<file path="src/rtl/btn_event_arb.sv">
// Round-robin arbiter turning per-button press pulses into a valid/ready event stream.
// Define BTN_EVENT_ARB_FIFO_EN for a 4-deep ID FIFO output stage; otherwise a single output register is used.
module btn_event_arb #(
  parameter int N_BTN = 4,
  parameter int ID_W  = 2
) (
  input  logic              clk,
  input  logic              reset,
  input  logic [N_BTN-1:0]  tick_in,
  output logic              evt_valid,
  input  logic              evt_ready,
  output logic [ID_W-1:0]   evt_id,
  output logic [N_BTN-1:0]  pending,
  output logic [7:0]        drop_cnt
);

  logic [N_BTN-1:0] pending_r;
  logic [ID_W-1:0]  ptr_r;
  logic [7:0]       drop_cnt_r;
  logic             evt_valid_r;
  logic [ID_W-1:0]  evt_id_r;

  logic             transfer_s;
  logic             grant_ok_s;
  logic             grant_any_s;
  logic [ID_W-1:0]  grant_id_s;
  logic [N_BTN-1:0] grant_mask_s;
  logic [N_BTN-1:0] pending_nxt_s;
  logic [ID_W-1:0]  ptr_nxt_s;
  logic [3:0]       drop_n_s;
  logic [8:0]       drop_sum_s;
  logic [7:0]       drop_nxt_s;

  assign transfer_s = evt_valid_r & evt_ready;

`ifdef BTN_EVENT_ARB_FIFO_EN
  logic [ID_W-1:0]  fifo_q_r   [0:3];
  logic [2:0]       fifo_cnt_r;
  logic [ID_W-1:0]  fifo_nxt_s [0:3];
  logic [2:0]       cnt_mid_s;
  logic [2:0]       cnt_nxt_s;

  // A full FIFO can still take a grant when its head leaves on the same edge.
  assign grant_ok_s = (fifo_cnt_r != 3'd4) || transfer_s;
`else
  assign grant_ok_s = !evt_valid_r || transfer_s;
`endif

  // Round-robin search of the registered pending flags starting at ptr.
  always_comb begin
    int idx;
    grant_any_s = 1'b0;
    grant_id_s  = '0;
    for (int k = 0; k < N_BTN; k++) begin
      idx = int'(ptr_r) + k;
      if (idx >= N_BTN) begin
        idx = idx - N_BTN;
      end else begin
        idx = idx;
      end
      if (!grant_any_s && pending_r[idx]) begin
        grant_any_s = 1'b1;
        grant_id_s  = ID_W'(idx);
      end else begin
        grant_any_s = grant_any_s;
      end
    end
    if (!grant_ok_s) begin
      grant_any_s = 1'b0;
    end else begin
      grant_any_s = grant_any_s;
    end
  end

  // Pending update, drop accounting and pointer advance.
  always_comb begin
    drop_n_s = 4'd0;
    for (int i = 0; i < N_BTN; i++) begin
      grant_mask_s[i] = grant_any_s && (grant_id_s == ID_W'(i));
      // A tick on a channel being granted in this cycle re-arms it without a drop.
      pending_nxt_s[i] = tick_in[i] | (pending_r[i] & ~grant_mask_s[i]);
      drop_n_s = drop_n_s + 4'(tick_in[i] & pending_r[i] & ~grant_mask_s[i]);
    end
    drop_sum_s = {1'b0, drop_cnt_r} + {5'd0, drop_n_s};
    if (drop_sum_s > 9'd255) begin
      drop_nxt_s = 8'd255;
    end else begin
      drop_nxt_s = drop_sum_s[7:0];
    end
    if (!grant_any_s) begin
      ptr_nxt_s = ptr_r;
    end else if (grant_id_s == ID_W'(N_BTN - 1)) begin
      ptr_nxt_s = '0;
    end else begin
      ptr_nxt_s = grant_id_s + ID_W'(1);
    end
  end

  // Arbitration state registers.
  always_ff @(posedge clk) begin
    if (!reset) begin
      pending_r  <= '0;
      ptr_r      <= '0;
      drop_cnt_r <= 8'd0;
    end else begin
      pending_r  <= pending_nxt_s;
      ptr_r      <= ptr_nxt_s;
      drop_cnt_r <= drop_nxt_s;
    end
  end

`ifdef BTN_EVENT_ARB_FIFO_EN
  // FIFO next state: pop shifts toward the head, push lands after the survivors.
  always_comb begin
    cnt_mid_s = fifo_cnt_r - {2'd0, transfer_s};
    for (int j = 0; j < 3; j++) begin
      fifo_nxt_s[j] = transfer_s ? fifo_q_r[j+1] : fifo_q_r[j];
    end
    fifo_nxt_s[3] = fifo_q_r[3];
    for (int j = 0; j < 4; j++) begin
      if (grant_any_s && (cnt_mid_s == 3'(j))) begin
        fifo_nxt_s[j] = grant_id_s;
      end else begin
        fifo_nxt_s[j] = fifo_nxt_s[j];
      end
    end
    cnt_nxt_s = cnt_mid_s + {2'd0, grant_any_s};
  end

  // FIFO storage with a registered head and valid.
  always_ff @(posedge clk) begin
    if (!reset) begin
      for (int j = 0; j < 4; j++) begin
        fifo_q_r[j] <= '0;
      end
      fifo_cnt_r  <= 3'd0;
      evt_valid_r <= 1'b0;
      evt_id_r    <= '0;
    end else begin
      for (int j = 0; j < 4; j++) begin
        fifo_q_r[j] <= fifo_nxt_s[j];
      end
      fifo_cnt_r  <= cnt_nxt_s;
      evt_valid_r <= (cnt_nxt_s != 3'd0);
      evt_id_r    <= fifo_nxt_s[0];
    end
  end
`else
  // Single output register: load on grant, empty on an unreplaced transfer.
  always_ff @(posedge clk) begin
    if (!reset) begin
      evt_valid_r <= 1'b0;
      evt_id_r    <= '0;
    end else if (grant_any_s) begin
      evt_valid_r <= 1'b1;
      evt_id_r    <= grant_id_s;
    end else if (transfer_s) begin
      evt_valid_r <= 1'b0;
      evt_id_r    <= evt_id_r;
    end else begin
      evt_valid_r <= evt_valid_r;
      evt_id_r    <= evt_id_r;
    end
  end
`endif

  assign evt_valid = evt_valid_r;
  assign evt_id    = evt_id_r;
  assign pending   = pending_r;
  assign drop_cnt  = drop_cnt_r;

endmodule

</file>
<file path="config.mk">
export PLATFORM = sky130hd
export DESIGN_NAME = btn_event_arb
export DESIGN_NICKNAME = d
export VERILOG_FILES = /design/src/rtl/btn_event_arb.sv
export SDC_FILE = /design/constraint.sdc
export NUM_CORES = 1
export LEC_CHECK = 0
export ABC_CLOCK_PERIOD_IN_PS = 3680
export BUFFER_PORTS_ARGS = -buffer_cell sky130_fd_sc_hd__buf_2
export CAP_MARGIN = 40
export CORE_MARGIN = 3
export CORE_UTILIZATION = 49
export CTS_BUF_LIST = sky130_fd_sc_hd__clkbuf_8
export CTS_CLUSTER_DIAMETER = 150
export DETAILED_ROUTE_END_ITERATION = 7
export PLACE_DENSITY = 0.87
export SLEW_MARGIN = 0
export SYNTH_ARGS = -nofsm -noshare
export SYNTH_HDL_FRONTEND = slang
export SYNTH_SLANG_ARGS = --single-unit
</file>
<file path="constraint.sdc">
create_clock -name clk -period 3.68 [get_ports clk]
set_input_delay 0.184 -clock clk [delete_from_list [all_inputs] [get_ports clk]]
set_output_delay 0.184 -clock clk [all_outputs]
set_load 0.1 [all_outputs]
</file>
# Yosys cells after proc, flatten, opt, wreduce, memory -nomap -nowiden
# Index checks and enable logic that the tools add are counted.
[totals] reg_bits=17 latch_bits=0 mem_bits_rw=0 mem_bits_ro=0 inputBits=7 memories=0
[classes] add_sub_neg=12 n_mul=0 div=0 magnitude_cmp=9 n_eq_ne=3 n_shift=0 n_mux=29 bitwise=25 reduce_logical=14
[ops] operator="less-than comparator 32 x 4 -> 1 bit (second input constant)" n=4
[ops] operator="two-way mux 32 bit" n=4
[ops] operator="bitwise AND 1 x 4 -> 4 bit" n=4
[ops] operator="inverter 1 -> 4 bit" n=4
[ops] operator="two-way mux 1 bit" n=15
[ops] operator="adder 4 bit" n=3
[ops] operator="subtractor 3 x 3 -> 4 bit (second input constant)" n=3
[ops] operator="two-way mux 2 bit" n=5
[ops] operator="adder 8 x 4 -> 9 bit" n=1
[ops] operator="bitwise AND 1 bit" n=9
[ops] operator=">= comparator 3 bit (second input constant)" n=3
[ops] operator="greater-than comparator 9 x 8 -> 1 bit (second input constant)" n=1
[ops] operator="binary-select mux 1 bit (select 2 bit)" n=4
[ops] operator="two-way mux 8 bit" n=1
[ops] operator="logical AND 1 bit" n=7
[ops] operator="adder 2 x 2 -> 3 bit (second input constant)" n=2
[ops] operator="== test 2 bit (second input constant)" n=2
[ops] operator="zero test 1 bit" n=4
[ops] operator="inverter 1 bit" n=4
[ops] operator="OR 1 bit" n=4
[ops] operator="subtractor 2 x 3 -> 4 bit (second input constant)" n=1
[ops] operator="adder 2 x 1 -> 3 bit (second input constant)" n=1
[ops] operator=">= comparator 2 x 3 -> 1 bit (second input constant)" n=1
[ops] operator="adder 2 x 1 -> 2 bit (second input constant)" n=1
[ops] operator="4 further kinds" n=4

# Depth between registers and ports, before layout
[depth] word_depth=25 ltp_mapped=16 mapped_depth_nobuf=16

# Worst setup path before layout
# OpenSTA, ideal clock, no wires.
[synth_path] path_type="reg2reg" from="register pending_r[1] (netlist: pending[1])" to="register drop_cnt_r[0] (netlist: drop_cnt[0])" arrival_time_ns=4.302 required_ns=3.606 path_slack_ns=-0.696 stages_incl_launch_ff=17 n_path_buf=0 period_less_slack_ns=4.376 cell_sequence="dfxtp_1 > nand2b_1 > a21oi_1 > o32ai_1 > inv_1 > ha_1 > a21boi_1 > and2_1 > fa_1 > ha_1 > ha_1 > inv_1 > fa_1 > nor2b_1 > or2_1 > nand4_1 > a21oi_1"
[synth_between] elab_chain_len=23
[synth_lines] element="start, declared" line="17" rtl="logic [N_BTN-1:0] pending_r;"
[synth_lines] element="start signal, assigned" line="106" rtl="pending_r <= pending_nxt_s;"
[synth_lines] element="binary-select mux 1 bit (select 2 bit)" line="61" rtl="if (!grant_any_s && pending_r[idx]) begin"
[synth_lines] element="two-way mux 1 bit (not written as such) (2 in series)" line="61"
[synth_lines] element="two-way mux 1 bit" line="61"
[synth_lines] element="zero test 1 bit" line="61"
[synth_lines] element="logical AND 1 bit" line="61"
[synth_lines] element="two-way mux 1 bit" line="61"
[synth_lines] element="zero test 1 bit" line="61"
[synth_lines] element="logical AND 1 bit" line="61"
[synth_lines] element="[... 4 more ...]"
[synth_lines] element="via grant_id_s[1]" line="26" rtl="logic [ID_W-1:0] grant_id_s;"
[synth_lines] element="[... 1 more ...]"
[synth_lines] element="logical AND 1 bit" line="79" rtl="grant_mask_s[i] = grant_any_s && (grant_id_s == ID_W'(i));"
[synth_lines] element="inverter 1 -> 4 bit" line="82" rtl="drop_n_s = drop_n_s + 4'(tick_in[i] & pending_r[i] & ~grant_mask_s[i]);"
[synth_lines] element="bitwise AND 1 x 4 -> 4 bit" line="82"
[synth_lines] element="adder 4 bit (2 in series)" line="82"
[synth_lines] element="adder 4 bit *" line="82"
[synth_lines] element="adder 8 x 4 -> 9 bit *" line="84" rtl="drop_sum_s = {1'b0, drop_cnt_r} + {5'd0, drop_n_s};"
[synth_lines] element="greater-than comparator 9 x 8 -> 1 bit" line="85" rtl="if (drop_sum_s > 9'd255) begin"
[synth_lines] element="two-way mux 8 bit *" line="85"
[synth_lines] element="end signal, assigned" line="108" rtl="drop_cnt_r <= drop_nxt_s;"
[synth_lines] element="end, declared" line="19" rtl="logic [7:0] drop_cnt_r;"
# Mark *: on every way through the listed nets, which the timed path passes. The rest lies on a longest branch. The select of a mux whose other input is x is not followed.
# A chain may end at the register's enable or synchronous reset.

# Worst setup path in the final report
[layout_path] from="register pending_r[1] (netlist: pending[1])" to="register drop_cnt_r[5] (netlist: drop_cnt[5])"
# The elaborated chain is that of the path after synthesis.

==> qor.csv <==
metric,value,unit
reg2reg_depth,16,
syn_inst,106,
setup_violations,6,
fp-row-count,15,
critPathCapture,drop_cnt[5],
synthArstFlopShare,0,
fp.coreArea,1800,sq um
grt_use_total,0.193,
hold_buffers,0,
die_area,2560,sq um
routed_wirelength,2910,um
detailedRoute.firstIterationViolations,16,
startpoint_type,flop,
worst_r2r_startpoint,pending[1],
cts_inserted_buffers,3,
drc,0,
cts_root_buffer,clkbuf_8,
ir_drop,0.534,mV
period_share,1.02,
synth.most_common_cell,dfxtp_1,
outcome,finished with violations,
synth_top_area_share,0.349,
grt_pass1_wl,3760,um
final_net_count,158,
relSlewSlack,0.668,
yosysWarnings,0,
skew,0.00141,ns
ant_nets,0,
drtPass1Iterations,4,
drive_gt1_frac,0.496,
clkLatencyLatePin,0.26,ns
vias_per_cell,5.81,
critPathKind,reg -> reg,
port-buffer-count,21,
fin_cells,164,
wl_per_cell,17.7,um
crit_required,3.86,ns
ios,22,
first_global_vias,871,
num_vias,953,
start_util,0.541,
worst_slew_pin_slew,0.497,ns
synth_enable_flop_cells,0,
ys.flop_type,dfxtp_1,
fmax,267,MHz
ys_types,40,
place_hpwl,1480,um
fin_ws,-0.0601,ns
r2r-end,drop_cnt[5],
p_leak,0.000609,uW
routabilityCongestion,0.822,
antenna_found_initial,0,
synth_top_area_cell,dfxtp_1,
yosysSeqAreaShare,0.349,
clkTransAtPathRegs,0.07,ns
whs,0.145,ns
netlist_area,975,sq um
syn_nets,124,
drv_cap,0,
power_density,571,nW/um^2
synth.area.top_cells,"dfxtp_1, ha_1, a21oi_1",
cts.htree.levels,1,
ys_ff_latch,17,
violations,setup timing,
die_w,50.6,um
rsz0062_at_grt,yes,
hold_class,in -> reg,
synth_commonest_cells,"dfxtp_1, nor2_1, a21oi_1, ha_1, inv_1",
rrSetupSlack,-0.06,ns
min_period,3.74,ns
startpoint,pending[1],
nFillCells,125,
cts_tree,yes,
antennaDiodeCount,0,
grt_max_degree,15,
numClockSinks,17,
avgSynthCellArea,9.20,sq um
dp.cells,154,
syn_to_final_growth,42.1,%
critical_path.max_fanout,7,
crit_path_end_kind,flop,
clock_path_buffers,2,
final_hold_viol_count,0,
maxSlewViolCount,0,
crit_arrival,3.92,ns
die_h,50.6,um
overflow,0,
## cell families (layout without fill, tap and decap cells)
group / after synthesis / count (layout) / synth area share
AOI/OAI and AO/OA: 23 / 23 / 0.163
muxes: 1 / 1 / 0.0103
DFF: 17 / 17 / 0.349
and+or+nand+nor: 40 / 40 / 0.244
adders and majority gates: 11 / 11 / 0.157
buffers and inverters: 11 / 44 / 0.0501
xor gates and xnor gates: 3 / 3 / 0.0270
## power breakdown
part	leakage (uW)	total, uW	internal, uW	switching, uW
Combinational	0.000439	411	142	269
Clock	0.0000269	140	74.2	65.8
Sequential	0.000142	239	210	29.6
## how the worst min path moves through the flow
stage	depth (start not counted)	slack [ns]	endpoint	startpoint
5_1_grt	3	0.17	pending[0]	tick_in[0]
2_1_floorplan	2	0.30	pending[0]	tick_in[0]
3_5_place_dp	3	0.41	pending[0]	tick_in[0]
3_3_place_gp	3	0.40	pending[1]	tick_in[1]
6_report	3	0.15	pending[0]	tick_in[0]
4_1_cts	3	0.14	pending[0]	tick_in[0]
## cell type report
class / count / area [sq um] / share of cell area
inverter: 9 / 33.8 / 0.0244
sequential: 17 / 357 / 0.257
clock buffer: 3 / 41.3 / 0.0298
multi-input combinational: 78 / 738 / 0.533
timing repair buffer: 31 / 180 / 0.130
clock inverter: 1 / 3.75 / 0.00271
tap: 25 / 31.3 / 0.0226
## routing by layer
layer / GRT usage / wire, um / vias up
met5: 0 / 0 / -
met4: 0.103 / 161 / 0
met3: 0.0445 / 168 / 20
met2: 0.330 / 1460 / 57
met1: 0.221 / 1120 / 442
li1: - / - / 434
## timing repair
action,4_1_cts,5_1_grt
buffers inserted,1,5
cloned,0,0
endpoints found under the setup margin,8,8
gates resized for setup,11,17
pin swaps,6,12
## worst max-delay path, stage by stage (launching register included)
cell      delay (ns)
dfxtp_4         0.38
nand2b_4        0.13
a21oi_1         0.05
o32ai_2         0.37
inv_1           0.17
ha_4            0.20
a21boi_2        0.15
and2_4          0.16
fa_1            0.46
ha_4            0.31
ha_4            0.13
inv_2           0.04
fa_2            0.39
nor2b_4         0.13
or2_1           0.12
nand4_1         0.25
a21oi_1         0.22
## state kept, by name (all words and copies together) (netlist names)
register   cells
drop_cnt       8
pending        4
evt_id         2
ptr_r          2
evt_valid      1
## per-stage QoR
step	TNS, ns	util	worst slack (ns)	total power, uW	cell area, sq um
floorplan	0	-	0.00445	484	1000
global route	-1.48	0.769	-0.216	825	1390
CTS	0	0.697	0.00187	696	1260
finish	-0.190	0.769	-0.0601	790	1390
global placement	0	0.641	0.00316	534	1150
detailed placement	-0.571	0.641	-0.101	541	1150
## cells in the final DEF (no fill, tap or decap), types with 3 or more instances in the layout
cell / n
a21boi_2: 3
nand2_1: 3
dfxtp_4: 4
clkbuf_8: 3
and2_4: 4
dfxtp_1: 12
a21oi_1: 8
inv_1: 7
nor2_1: 11
buf_2: 21
inv_2: 3
buf_4: 10
ha_4: 7
No activity file was read; power rests on OpenSTA's default activity.
